===== src/rtl/camsim_tx.sv =====
// Camera bus transmitter: free-running cam_clk, 12-bit test-pattern pixels
// and hsync/vsync framing, all slot updates aligned to cam_clk falling edges.
//
// Ports:
//   clk          main clock
//   rst          synchronous active-high reset
//   enable       request frame transmission (sampled at frame boundaries)
//   pattern_sel  test pattern, latched at frame start
//   cam_clk      generated camera clock, period 2*CLK_DIV clk
//   cam_pixel    pixel data, stable across cam_clk rising edges
//   cam_hsync    high during horizontal blanking slots (and idle)
//   cam_vsync    high during vertical blanking lines and idle
//   busy         high while a frame is in progress
//   frame_done   one-clk pulse at the end of each frame
//   frame_count  frames completed since reset, wraps
module camsim_tx #(
   parameter int CLK_DIV  = 2,
   parameter int H_ACTIVE = 320,
   parameter int H_BLANK  = 16,
   parameter int V_ACTIVE = 256,
   parameter int V_BLANK  = 4
) (
   input  logic        clk,
   input  logic        rst,
   input  logic        enable,
   input  logic [1:0]  pattern_sel,
   output logic        cam_clk,
   output logic [11:0] cam_pixel,
   output logic        cam_hsync,
   output logic        cam_vsync,
   output logic        busy,
   output logic        frame_done,
   output logic [31:0] frame_count
);

   localparam int H_TOTAL = H_ACTIVE + H_BLANK;
   localparam int V_TOTAL = V_ACTIVE + V_BLANK;
   localparam int XW = (H_TOTAL > 1) ? $clog2(H_TOTAL) : 1;
   localparam int YW = (V_TOTAL > 1) ? $clog2(V_TOTAL) : 1;
   localparam int DW = (CLK_DIV > 1) ? $clog2(CLK_DIV) : 1;

   localparam logic [XW-1:0] X_MAX = XW'(H_TOTAL - 1);
   localparam logic [YW-1:0] Y_MAX = YW'(V_TOTAL - 1);
   localparam logic [XW-1:0] X_ACT = XW'(H_ACTIVE);
   localparam logic [YW-1:0] Y_ACT = YW'(V_ACTIVE);
   localparam logic [DW-1:0] D_MAX = DW'(CLK_DIV - 1);

   typedef enum logic [1:0] {
      IDLE,
      ACTIVE,
      VBLANK
   } state_t;

   state_t        state, state_nx;
   logic [DW-1:0] div;
   logic [XW-1:0] x, x_nx;
   logic [YW-1:0] y, y_nx;
   logic [1:0]    pat, pat_nx;
   logic [11:0]   fc, fc_nx;
   logic [11:0]   pixel_nx, px, py;
   logic          hsync_nx, vsync_nx, busy_nx, done_nx;
   logic [31:0]   count_nx;
   logic          tick, fall, last, start, stop;

   assign tick = (div == D_MAX);
   // cam_clk is 1 and about to toggle: this edge is the 1->0 transition
   assign fall = tick & cam_clk;
   assign last = (x == X_MAX) && (y == Y_MAX);

   always_ff @(posedge clk) begin
      if (rst) begin
         div         <= '0;
         cam_clk     <= 1'b0;
         state       <= IDLE;
         x           <= '0;
         y           <= '0;
         pat         <= '0;
         fc          <= '0;
         cam_pixel   <= '0;
         cam_hsync   <= 1'b1;
         cam_vsync   <= 1'b1;
         busy        <= 1'b0;
         frame_done  <= 1'b0;
         frame_count <= '0;
      end else begin
         div         <= tick ? '0 : div + 1'b1;
         cam_clk     <= cam_clk ^ tick;
         state       <= state_nx;
         x           <= x_nx;
         y           <= y_nx;
         pat         <= pat_nx;
         fc          <= fc_nx;
         cam_pixel   <= pixel_nx;
         cam_hsync   <= hsync_nx;
         cam_vsync   <= vsync_nx;
         busy        <= busy_nx;
         frame_done  <= done_nx;
         frame_count <= count_nx;
      end
   end

   always_comb begin
      state_nx = state;
      x_nx     = x;
      y_nx     = y;
      pat_nx   = pat;
      fc_nx    = fc;
      pixel_nx = cam_pixel;
      hsync_nx = cam_hsync;
      vsync_nx = cam_vsync;
      busy_nx  = busy;
      done_nx  = 1'b0;
      count_nx = frame_count;
      start    = 1'b0;
      stop     = 1'b0;
      px       = '0;
      py       = '0;

      if (fall) begin
         case (state)
            IDLE: start = enable;
            ACTIVE, VBLANK: begin
               if (last) begin
                  done_nx  = 1'b1;
                  count_nx = frame_count + 32'd1;
                  // back-to-back frames: restart on the same fall
                  start    = enable;
                  stop     = !enable;
               end else if (x == X_MAX) begin
                  x_nx = '0;
                  y_nx = y + 1'b1;
               end else begin
                  x_nx = x + 1'b1;
               end
            end
            default: stop = 1'b1;
         endcase

         if (start) begin
            x_nx    = '0;
            y_nx    = '0;
            pat_nx  = pattern_sel;
            // the count already includes a frame ending on this fall
            fc_nx   = count_nx[11:0];
            busy_nx = 1'b1;
         end

         if (stop) begin
            state_nx = IDLE;
            busy_nx  = 1'b0;
            pixel_nx = '0;
            hsync_nx = 1'b1;
            vsync_nx = 1'b1;
         end else if (state != IDLE || start) begin
            px = 12'(x_nx);
            py = 12'(y_nx);
            if (y_nx < Y_ACT) begin
               state_nx = ACTIVE;
               vsync_nx = 1'b0;
               if (x_nx < X_ACT) begin
                  hsync_nx = 1'b0;
                  case (pat_nx)
                     2'd0:    pixel_nx = px;
                     2'd1:    pixel_nx = py;
                     2'd2:    pixel_nx = px + py + fc_nx;
                     default: pixel_nx = (px[3] ^ py[3]) ? 12'hFFF : 12'h000;
                  endcase
               end else begin
                  hsync_nx = 1'b1;
                  pixel_nx = '0;
               end
            end else begin
               state_nx = VBLANK;
               vsync_nx = 1'b1;
               pixel_nx = '0;
               hsync_nx = !(x_nx < X_ACT);
            end
         end
      end
   end

endmodule


===== config.mk =====
export PLATFORM = sky130hd
export DESIGN_NAME = camsim_tx
export DESIGN_NICKNAME = d
export VERILOG_FILES = /design/src/rtl/camsim_tx.sv
export SDC_FILE = /design/constraint.sdc
export NUM_CORES = 1
export LEC_CHECK = 0
export CAP_MARGIN = 20
export CORE_MARGIN = 1.5
export CORE_UTILIZATION = 45
export DETAILED_ROUTE_END_ITERATION = 6
export PLACE_DENSITY_LB_ADDON = 0.25
export SLEW_MARGIN = 20
export SYNTH_ARGS = -nofsm -noshare
export SYNTH_HDL_FRONTEND = slang
export SYNTH_SLANG_ARGS = --single-unit

===== constraint.sdc =====
create_clock -name clk -period 11.4 [get_ports clk]
set_clock_uncertainty 0.2 [all_clocks]
set_input_delay 1.14 -clock clk [delete_from_list [all_inputs] [get_ports clk]]
set_output_delay 1.14 -clock clk [all_outputs]
set_load 0.05 [all_outputs]

After elaboration in Yosys (flattened, before gate mapping)

Cells that the tools add are included.
W data, S select, Z words.

Bits in latches: 0
Memories kept: 0
Bits in read-only memories: 0
Memory bits (writable): 0
Input bits: 5
Logic and storage cells: 89
Register bits: 84

Shift operators: 0
$mul: 0
Mux-type cells: 41
Bitwise gates (word level): 5
Divide/modulo/power cells: 0
Add/subtract/negate cells: 6
Equal/unequal tests: 6
Magnitude comparators: 2
Reduce and logical (&&, ||, !) cells: 15

Operator list:

| operator                | number |
|---|---|
| $mux W12                | 9 |
| $mux W9                 | 10 |
| $pmux W12 S3            | 1 |
| $add A32 B1 Y32 const B | 1 |
| $add A9 B1 Y9 const B   | 2 |
| $eq A9 B9 Y1 const B    | 2 |
| $lt A9 B9 Y1 const B    | 2 |
| $mux W1                 | 14 |
| $add A10 B12 Y12        | 1 |
| $add A9 B9 Y10          | 1 |
| $mux W2                 | 5 |
| $reduce_bool A2 Y1      | 3 |
| $eq A2 B1 Y1 const B    | 2 |
| $eq A2 B2 Y1 const B    | 2 |
| $logic_not A2 Y1        | 2 |
| $pmux W1 S2             | 2 |
| $reduce_and A2 Y1       | 2 |
| $reduce_or A2 Y1        | 2 |
| $reduce_and A3 Y1       | 1 |
| $reduce_or A3 Y1        | 1 |
| $logic_not A1 Y1        | 2 |
| $not A1 Y1              | 2 |
| $xor A1 B1 Y1           | 2 |
| $add A1 B1 Y1 const B   | 1 |
| other kinds (3)         | 3 |

Depth between registers and ports, before layout

Gate-level depths: netlist of the first run.

Depth in word-level cells: 14
Gate-level depth with buffers: 20
Gate-level depth less buffers: 18

Least setup slack after synthesis of the first run

No wires, ideal clock.

Path kind: input -> register
From: in enable
To: reg cam_pixel[11]
Stages: 17
Data arrival time: 4,830 ps
Path buffers: 2
Data required time: 11,082 ps
Setup slack: 6,252 ps
Cell sequence: nand2b_1 o31ai_4 clkbuf_1 buf_1 nor2_1 a21o_1 fa_1 inv_1 ha_1 fa_1 a21oi_1 o211ai_1 o41ai_1 nand2b_1 a221oi_1 xor2_1 a2bb2oi_1

Cells in the longest elaborated chain, start to end: 12
Elaborated cells on any way between the ends: 32
Classes of those cells: add/sub (2); order compare (2); eq/ne (2); mux (20); bitwise (1); reduce/logical (5)

RTL lines:

| element                                         | RTL line | RTL |
|---|---|---|
| start, declared                                 | 25       | `input logic enable,` |
| $mux W1                                         | 123      | `if (last) begin` |
| $pmux W1 S2                                     | 120      | `case (state)` |
| $mux W1                                         | 119      | `if (fall) begin` |
| $mux W9                                         | 139      | `if (start) begin` |
| $mux W9                                         | 119      |  |
| $add A9 B9 Y10 or $xor A1 B1 Y1 (tied branches) | 165, 166 |  |
| $add A10 B12 Y12 or $mux W12 (tied branches)    | 165, 166 |  |
| $pmux W12 S3                                    | 162      | `case (pat_nx)` |
| $mux W12                                        | 160      | `if (x_nx < X_ACT) begin` |
| $mux W12                                        | 157      | `if (y_nx < Y_ACT) begin` |
| $mux W12                                        | 154      | `end else if (state != IDLE \|\| start) begin` |
| $mux W12                                        | 148      | `if (stop) begin` |
| end signal, assigned                            | 93       | `cam_pixel <= pixel_nx;` |
| end, declared                                   | 28       | `output logic [11:0] cam_pixel,` |

Parallel ways exist; a longest one is shown, timed or not. The select of a mux whose other input is x is not followed.
A chain may end at the register's enable or synchronous reset.

Final worst setup path of the first run

From: reg state[1]
To: reg cam_pixel[11]

Cells in the longest elaborated chain, start to end: 13
Elaborated cells on any way between the ends: 37
Classes of those cells: add/sub (2); order compare (2); eq/ne (4); mux (21); bitwise (1); reduce/logical (7)

RTL lines:

| element                                         | RTL line | RTL |
|---|---|---|
| start, declared                                 | 54       | `state_t state, state_nx;` |
| start signal, assigned                          | 88       | `state <= state_nx;` |
| $eq A2 B1 Y1 or $eq A2 B2 Y1 (tied branches)    | 120      |  |
| $reduce_or A2 Y1                                | 120      |  |
| $pmux W1 S2                                     | 120      |  |
| $mux W1                                         | 119      |  |
| $mux W9                                         | 139      |  |
| $mux W9                                         | 119      |  |
| $add A9 B9 Y10 or $xor A1 B1 Y1 (tied branches) | 165, 166 |  |
| $add A10 B12 Y12 or $mux W12 (tied branches)    | 165, 166 |  |
| $pmux W12 S3                                    | 162      |  |
| $mux W12                                        | 160      |  |
| $mux W12                                        | 157      |  |
| $mux W12                                        | 154      |  |
| $mux W12                                        | 148      |  |

Parallel ways exist; a longest one is shown, timed or not. The select of a mux whose other input is x is not followed.

==> results of run 1 <==
worst max-delay path, delay by kind of cell (launching register included):
family	cells	cell delay, ns
fa+ha+maj	4	1.69
compound gates	7	1.80
xor+xnor	1	0.18
buf+inv	3	0.68
flops	1	0.37
simple gates	4	0.80
metrics by stage:
stage          setup WS (ns)  utilization  total power [mW]  cell area, um^2  std cells
2_1_floorplan           6.25            -             0.346             5120        628
3_3_place_gp            5.36        0.521             0.360             5720        792
3_5_place_dp            5.25        0.521             0.360             5720        792
4_1_cts                 5.61        0.545             0.629             5980        807
5_1_grt                 5.09        0.545             0.648             5980        807
6_report                5.54        0.545             0.623             5980        807
registers in the layout, indices dropped and copies added (netlist names), 2 cells and up:
register / count
fc: 12
state: 2
pat: 2
cam_pixel: 12
y: 9
frame_count: 32
x: 9
cells in the mapped netlist, types with 10 or more instances:
cell      count  area [um^2]
nand3_1      26          130
clkbuf_1     22         82.6
nor3_1       20          100
a21oi_1      40          200
xnor2_1      21          184
nor2_1       94          353
inv_1        16         60.1
and3_1       14         87.6
mux2i_1      20          200
fa_1         10          200
a211oi_1     10         75.1
o21ai_0      22          110
nand2_1      59          221
xor2_1       29          254
dfxtp_1      84         1680
ha_1         16          200
nand4_1      13         81.3
kinds of logic (layout without fill, tap and decap cells):
kind of cell / count (synthesis) / after routing / synth area share
DFF: 84 / 84 / 0.328
and+or+nand+nor: 274 / 274 / 0.264
adders and majority gates: 26 / 26 / 0.0782
buffers and inverters: 50 / 89 / 0.0398
muxes: 23 / 23 / 0.0457
xor gates and xnor gates: 50 / 50 / 0.0855
AOI/OAI and AO/OA: 121 / 121 / 0.158
power by group through the flow:
stage	Combinational (mW)	Sequential [mW]	Clock, mW
2_1_floorplan	0.0379	0.308	0
3_3_place_gp	0.0548	0.305	0
3_5_place_dp	0.0551	0.305	0
4_1_cts	0.0553	0.298	0.275
5_1_grt	0.0618	0.299	0.288
6_report	0.0558	0.298	0.268
per-layer routing:
| layer | GRT usage | up-vias |
|---|---|---|
| li1 | - | 2299 |
| met1 | 0.315 | 2216 |
| met2 | 0.359 | 131 |
| met3 | 0.0735 | 26 |
| met4 | 0.0733 | 0 |
| met5 | 0 | - |
cell type report:
| class | count | area (um^2) |
|---|---|---|
| fill | 1063 | 5000 |
| multi-input combinational | 494 | 3240 |
| sequential | 84 | 1680 |
| timing repair buffer | 58 | 563 |
| clock buffer | 10 | 229 |
| tap | 140 | 175 |
| inverter | 16 | 60.1 |
| clock inverter | 5 | 37.5 |
worst min path at each step:
stage,endpoint,slack [ns],cells past startpoint,from
2_1_floorplan,div,0.20,1,div
3_3_place_gp,div,0.21,1,div
3_5_place_dp,div,0.22,1,div
4_1_cts,div,0.23,1,div
5_1_grt,div,0.25,1,div
6_report,div,0.22,1,div
==> flow_metrics.py, run 1 <==
metrics = {
    "clock_network": {
        "cts.path.max_buffers": 2,
        "cts-root-buf": "clkbuf_16",
        "cts_resized": 0,
        "ctsHoldBuffers": 0,
        "cts_setup_buffers": 0,
        "numCtsBuffers": 9,
        "htreeDepth": 3,
        "insertion_delay_ns": 0.35,
        "clkTransAtPathRegs_ns": 0.07,
        "cts.sinks": 84,
        "cts_tree": "built",
    },
    "yosys": {
        "synth-main-ff-cell": "dfxtp_1",
        "syn-instance-count": 628,
        "ys_async_sr_fraction": 0,
        "synthesis.nets": 659,
        "synth_cell_type_count": 62,
        "yosys_register_bits": 84,
        "ys_seq_area_frac": 0.328,
        "netlist_area_um2": 5120,
        "ys.warnings.count": 0,
        "synth_edf_count": 0,
        "syn_area_per_cell_um2": 8.16,
    },
    "sta": {
        "fin_hold_ws_ns": 0.218,
        "setup_viol": 0,
        "slew_violations": 0,
        "fmax_mhz": 171,
        "finalCritPeriodShare": 0.514,
        "hold_viol_final": 0,
        "rsz0062_at_grt": "no",
        "worst_pin_slew_ns": 0.845,
        "slew_headroom": 0.420,
        "setup_tns_ns": 0,
        "period_needed_ns": 5.86,
    },
    "placed_design": {
        "post-dp-hpwl_mm": 9.54,
        "routabilityCongestion": 0.891,
        "portBuffers": 53,
    },
    "layout": {
        "diodes": 0,
        "area_growth_pct": 16.8,
        "final_nets": 694,
        "drive_above_1_share": 0.0495,
        "final_common_cell": "nor2_1",
        "final_cell_mix": "nor2_1, dfxtp_1, nand2_1",
    },
    "grt": {
        "gr-usage-all-layers": 0.235,
        "grt_max_degree": 73,
        "antenna_found_initial": 0,
        "grt_pass1_vias": 4375,
        "grt_pass1_wl_mm": 21.9,
        "grt_overflow": 0,
    },
    "power_and_ir_drop": {
        "p_switching_uw": 161,
        "p_clk_frac": 0.431,
        "p_per_area_nw_per_um2": 104,
        "max-vdd-ir-drop_v": 0.0000928,
        "seq_power_share": 0.479,
        "p_comb_frac": 0.090,
        "swShare": 0.259,
        "p_int_uw": 461,
        "p_leak_nw": 2.09,
    },
    "worst_setup_path": {
        "cp.required_ns": 11.44,
        "arrival_ns": 5.90,
        "r2r_slack_ns": 5.54,
        "critPathKind": "flop to flop",
        "crit_slowest_cell": "o31ai_4",
        "crit_end": "cam_pixel[11]",
        "max_stage_delay_ns": 0.62,
        "cp-end-kind": "flop",
        "worstReg2RegStart": "state[1]",
        "worstPathMaxFanout": 49,
        "startpoint_type": "flop",
        "crit_path_start": "state[1]",
        "r2r_cells": 19,
        "crit_path_cell_trace": "inv_1 > ha_1 > and4_1 > nand3_2 > o31ai_4 > buf_4 > nor2_1 > a21o_1 > fa_1 > inv_1 > ha_1 > fa_1 > a21oi_1 > o211ai_1 > o41ai_1 > nand2b_1 > a221oi_1 > xor2_1 > a2bb2oi_1",
        "r2r-end": "cam_pixel[11]",
    },
    "floorplan": {
        "die_y_um": 110,
        "fp.dieArea_um2": 12000,
        "coreArea_um2": 11000,
        "num_io_pins": 54,
        "die_w_um": 110,
        "core.rowCount": 38,
        "start_util": 0.466,
    },
    "detailed_routing": {
        "post_drt_wl_per_cell_um": 16.3,
        "dr_total_vias": 4672,
        "avgViaCountPerCell": 5.79,
        "route.met3.wl_um": 819,
        "drt-met1-wl_mm": 6.15,
        "drcViolationCount": 0,
        "route.met2.wl_mm": 5.91,
        "drt_iter0_drc": 258,
        "dr.max_layer_used": "met4",
        "drt_wl_total_mm": 13.1,
        "ant_nets": 0,
        "drtPass1Iterations": 5,
    },
    "run": {
        "drv_cap": 0,
    },
    "run_status": {
        "status": "finished, final reports clean",
    },
    "min_path": {
        "hold_class": "flop to flop",
    },
}
Power figures use the tool's default switching activity.
==> run 2: changes to the inputs <==
==> constraint.sdc (replaced) <==
create_clock -name clk -period 4.8 [get_ports clk]
set_clock_uncertainty 0.2 [all_clocks]
set_input_delay 0.48 -clock clk [delete_from_list [all_inputs] [get_ports clk]]
set_output_delay 0.48 -clock clk [all_outputs]
set_load 0.05 [all_outputs]
==> run 2 against run 1 <==
Against the previous run: non-clock buffer count up 32; sequential share of layout area is 1.7 points lower; combinational power grew to 2.8 times the previous value; flip-flop and latch count stayed put; largest cell class unchanged.
==> flow_metrics.py, run 2 (same netlist as run 1, synthesis figures left out) <==
metrics = {
    "clock_network": {
        "numCtsBuffers": 9,
        "cts.sinks": 84,
        "cts.path.max_buffers": 2,
        "clkTransAtPathRegs_ns": 0.06,
        "insertion_delay_ns": 0.35,
        "htreeDepth": 3,
        "cts-root-buf": "clkbuf_16",
        "cts_tree": "built",
    },
    "floorplan": {
        "coreArea_um2": 11000,
        "start_util": 0.466,
        "fp.dieArea_um2": 12000,
        "die_w_um": 110,
        "num_io_pins": 54,
        "core.rowCount": 38,
        "die_y_um": 110,
    },
    "grt": {
        "antenna_found_initial": 0,
        "grt_overflow": 0,
        "grt_pass1_wl_mm": 23.1,
        "gr-usage-all-layers": 0.250,
        "grt_max_degree": 72,
        "grt_pass1_vias": 4474,
    },
    "worst_setup_path": {
        "critPathKind": "flop to flop",
        "worstPathMaxFanout": 6,
        "cp.required_ns": 4.83,
        "arrival_ns": 4.69,
        "startpoint_type": "flop",
        "cp-end-kind": "flop",
    },
    "placed_design": {
        "routabilityCongestion": 1.02,
        "portBuffers": 53,
        "post-dp-hpwl_mm": 10.4,
        "place_inst": 816,
    },
    "layout": {
        "n_fill_cell": 996,
        "finalNonFillerCells": 839,
        "final_nets": 726,
        "final_cell_mix": "nor2_1, dfxtp_1, nand2_1",
        "area_growth_pct": 24.3,
        "largest-register": "frame_count",
        "final_common_cell": "nor2_1",
        "largest_reg_flops": 32,
        "reg.largest.list": "frame_count: 32 flops, cam_pixel: 12 flops, fc: 12 flops",
        "diodes": 0,
        "drive_above_1_share": 0.116,
    },
    "power_and_ir_drop": {
        "p_per_area_nw_per_um2": 234,
        "p_leak_nw": 2.29,
        "max-vdd-ir-drop_v": 0.000140,
        "power_mw": 1.49,
    },
    "min_path": {
        "hold_class": "flop to flop",
    },
    "sta": {
        "slew_headroom": 0.245,
        "setup_viol": 0,
        "finalCritPeriodShare": 0.970,
        "fmax_mhz": 215,
        "hold_viol_final": 0,
        "worst_pin_slew_ns": 1.13,
        "slew_violations": 0,
        "period_needed_ns": 4.66,
    },
    "detailed_routing": {
        "drt_wl_total_mm": 14.5,
        "avgViaCountPerCell": 5.85,
        "drcViolationCount": 0,
        "drtPass1Iterations": 5,
        "ant_nets": 0,
        "drt_iter0_drc": 332,
        "post_drt_wl_per_cell_um": 17.3,
        "dr_total_vias": 4912,
    },
    "run_status": {
        "status": "finished, final reports clean",
    },
    "run": {
        "drv_cap": 0,
    },
}
[run 2: cell count changes in the layout (fill, tap and decap cells not counted), moves of 3 or more]
cell | previous run | this run
buf_4 | 5 | 35
ha_4 | 0 | 3
o41ai_1 | 3 | 0
ha_1 | 16 | 13
[run 2: area by class of cell]
cell class,instances,area (um^2),share of cell area
clock inverter,4,26.3,0.00413
tap,140,175,0.0275
clock buffer,11,233,0.0365
inverter,16,60.1,0.00943
sequential,84,1680,0.264
multi-input combinational,494,3370,0.529
timing repair buffer,90,820,0.129
[run 2: timing repair]
| action | CTS | global route |
|---|---|---|
| hold buffers | 0 | 0 |
| buffers inserted | 0 | 8 |
| hold endpoints to repair | 0 | 0 |
| endpoints found under the setup margin | 0 | 4 |
| gates resized for setup | 0 | 25 |
[run 2: layer usage]
metal | global-route usage | vias to the layer above | routed length (um)
met5 | 0 | - | 0
met4 | 0.104 | 0 | 323
met3 | 0.0474 | 29 | 874
met2 | 0.374 | 186 | 6480
met1 | 0.352 | 2336 | 6840
li1 | - | 2361 | -
[run 2: worst paths after layout]
kind         startpoint       endpoint  slack [ns]  depth (start not counted)
min reg2reg         div            div        0.23                          1
min                 div            div        0.23                          1
max            state[0]  cam_pixel[11]        0.14                         19
max reg2reg    state[0]  cam_pixel[11]        0.14                         19
[run 2: critical path: stages (launching register included)]
cell       delay (ns)
dfxtp_1          0.37
inv_1            0.09
ha_4             0.29
and4_4           0.25
nand3_4          0.13
o31ai_4          0.35
buf_4            0.17
nor2_1           0.05
a21o_1           0.19
fa_1             0.54
inv_1            0.04
ha_1             0.22
fa_2             0.38
a21oi_2          0.18
o211ai_1         0.15
o41ai_2          0.36
nand2b_4         0.20
a221oi_2         0.06
xor2_1           0.16
a2bb2oi_1        0.15
[run 2: metrics by stage]
| stage | area (um^2) | setup slack [ns] | utilization | TNS, ns | hold slack [ns] |
|---|---|---|---|---|---|
| finish | 6370 | 0.142 | 0.580 | 0 | 0.227 |
| global route | 6370 | -0.0578 | 0.580 | -0.0578 | 0.247 |
| CTS | 6170 | 0.0118 | 0.562 | 0 | 0.231 |
| detailed placement | 5920 | 0.0450 | 0.539 | 0 | 0.218 |
| global placement | 5920 | 0.149 | 0.539 | 0 | 0.207 |
| floorplan | 5130 | 0.0263 | - | 0 | 0.197 |
[run 2: power by group]
group	total, mW	internal [mW]	switching [mW]
registers	0.709	0.704	0.00514
clock network	0.626	0.348	0.278
logic	0.155	0.0568	0.0985
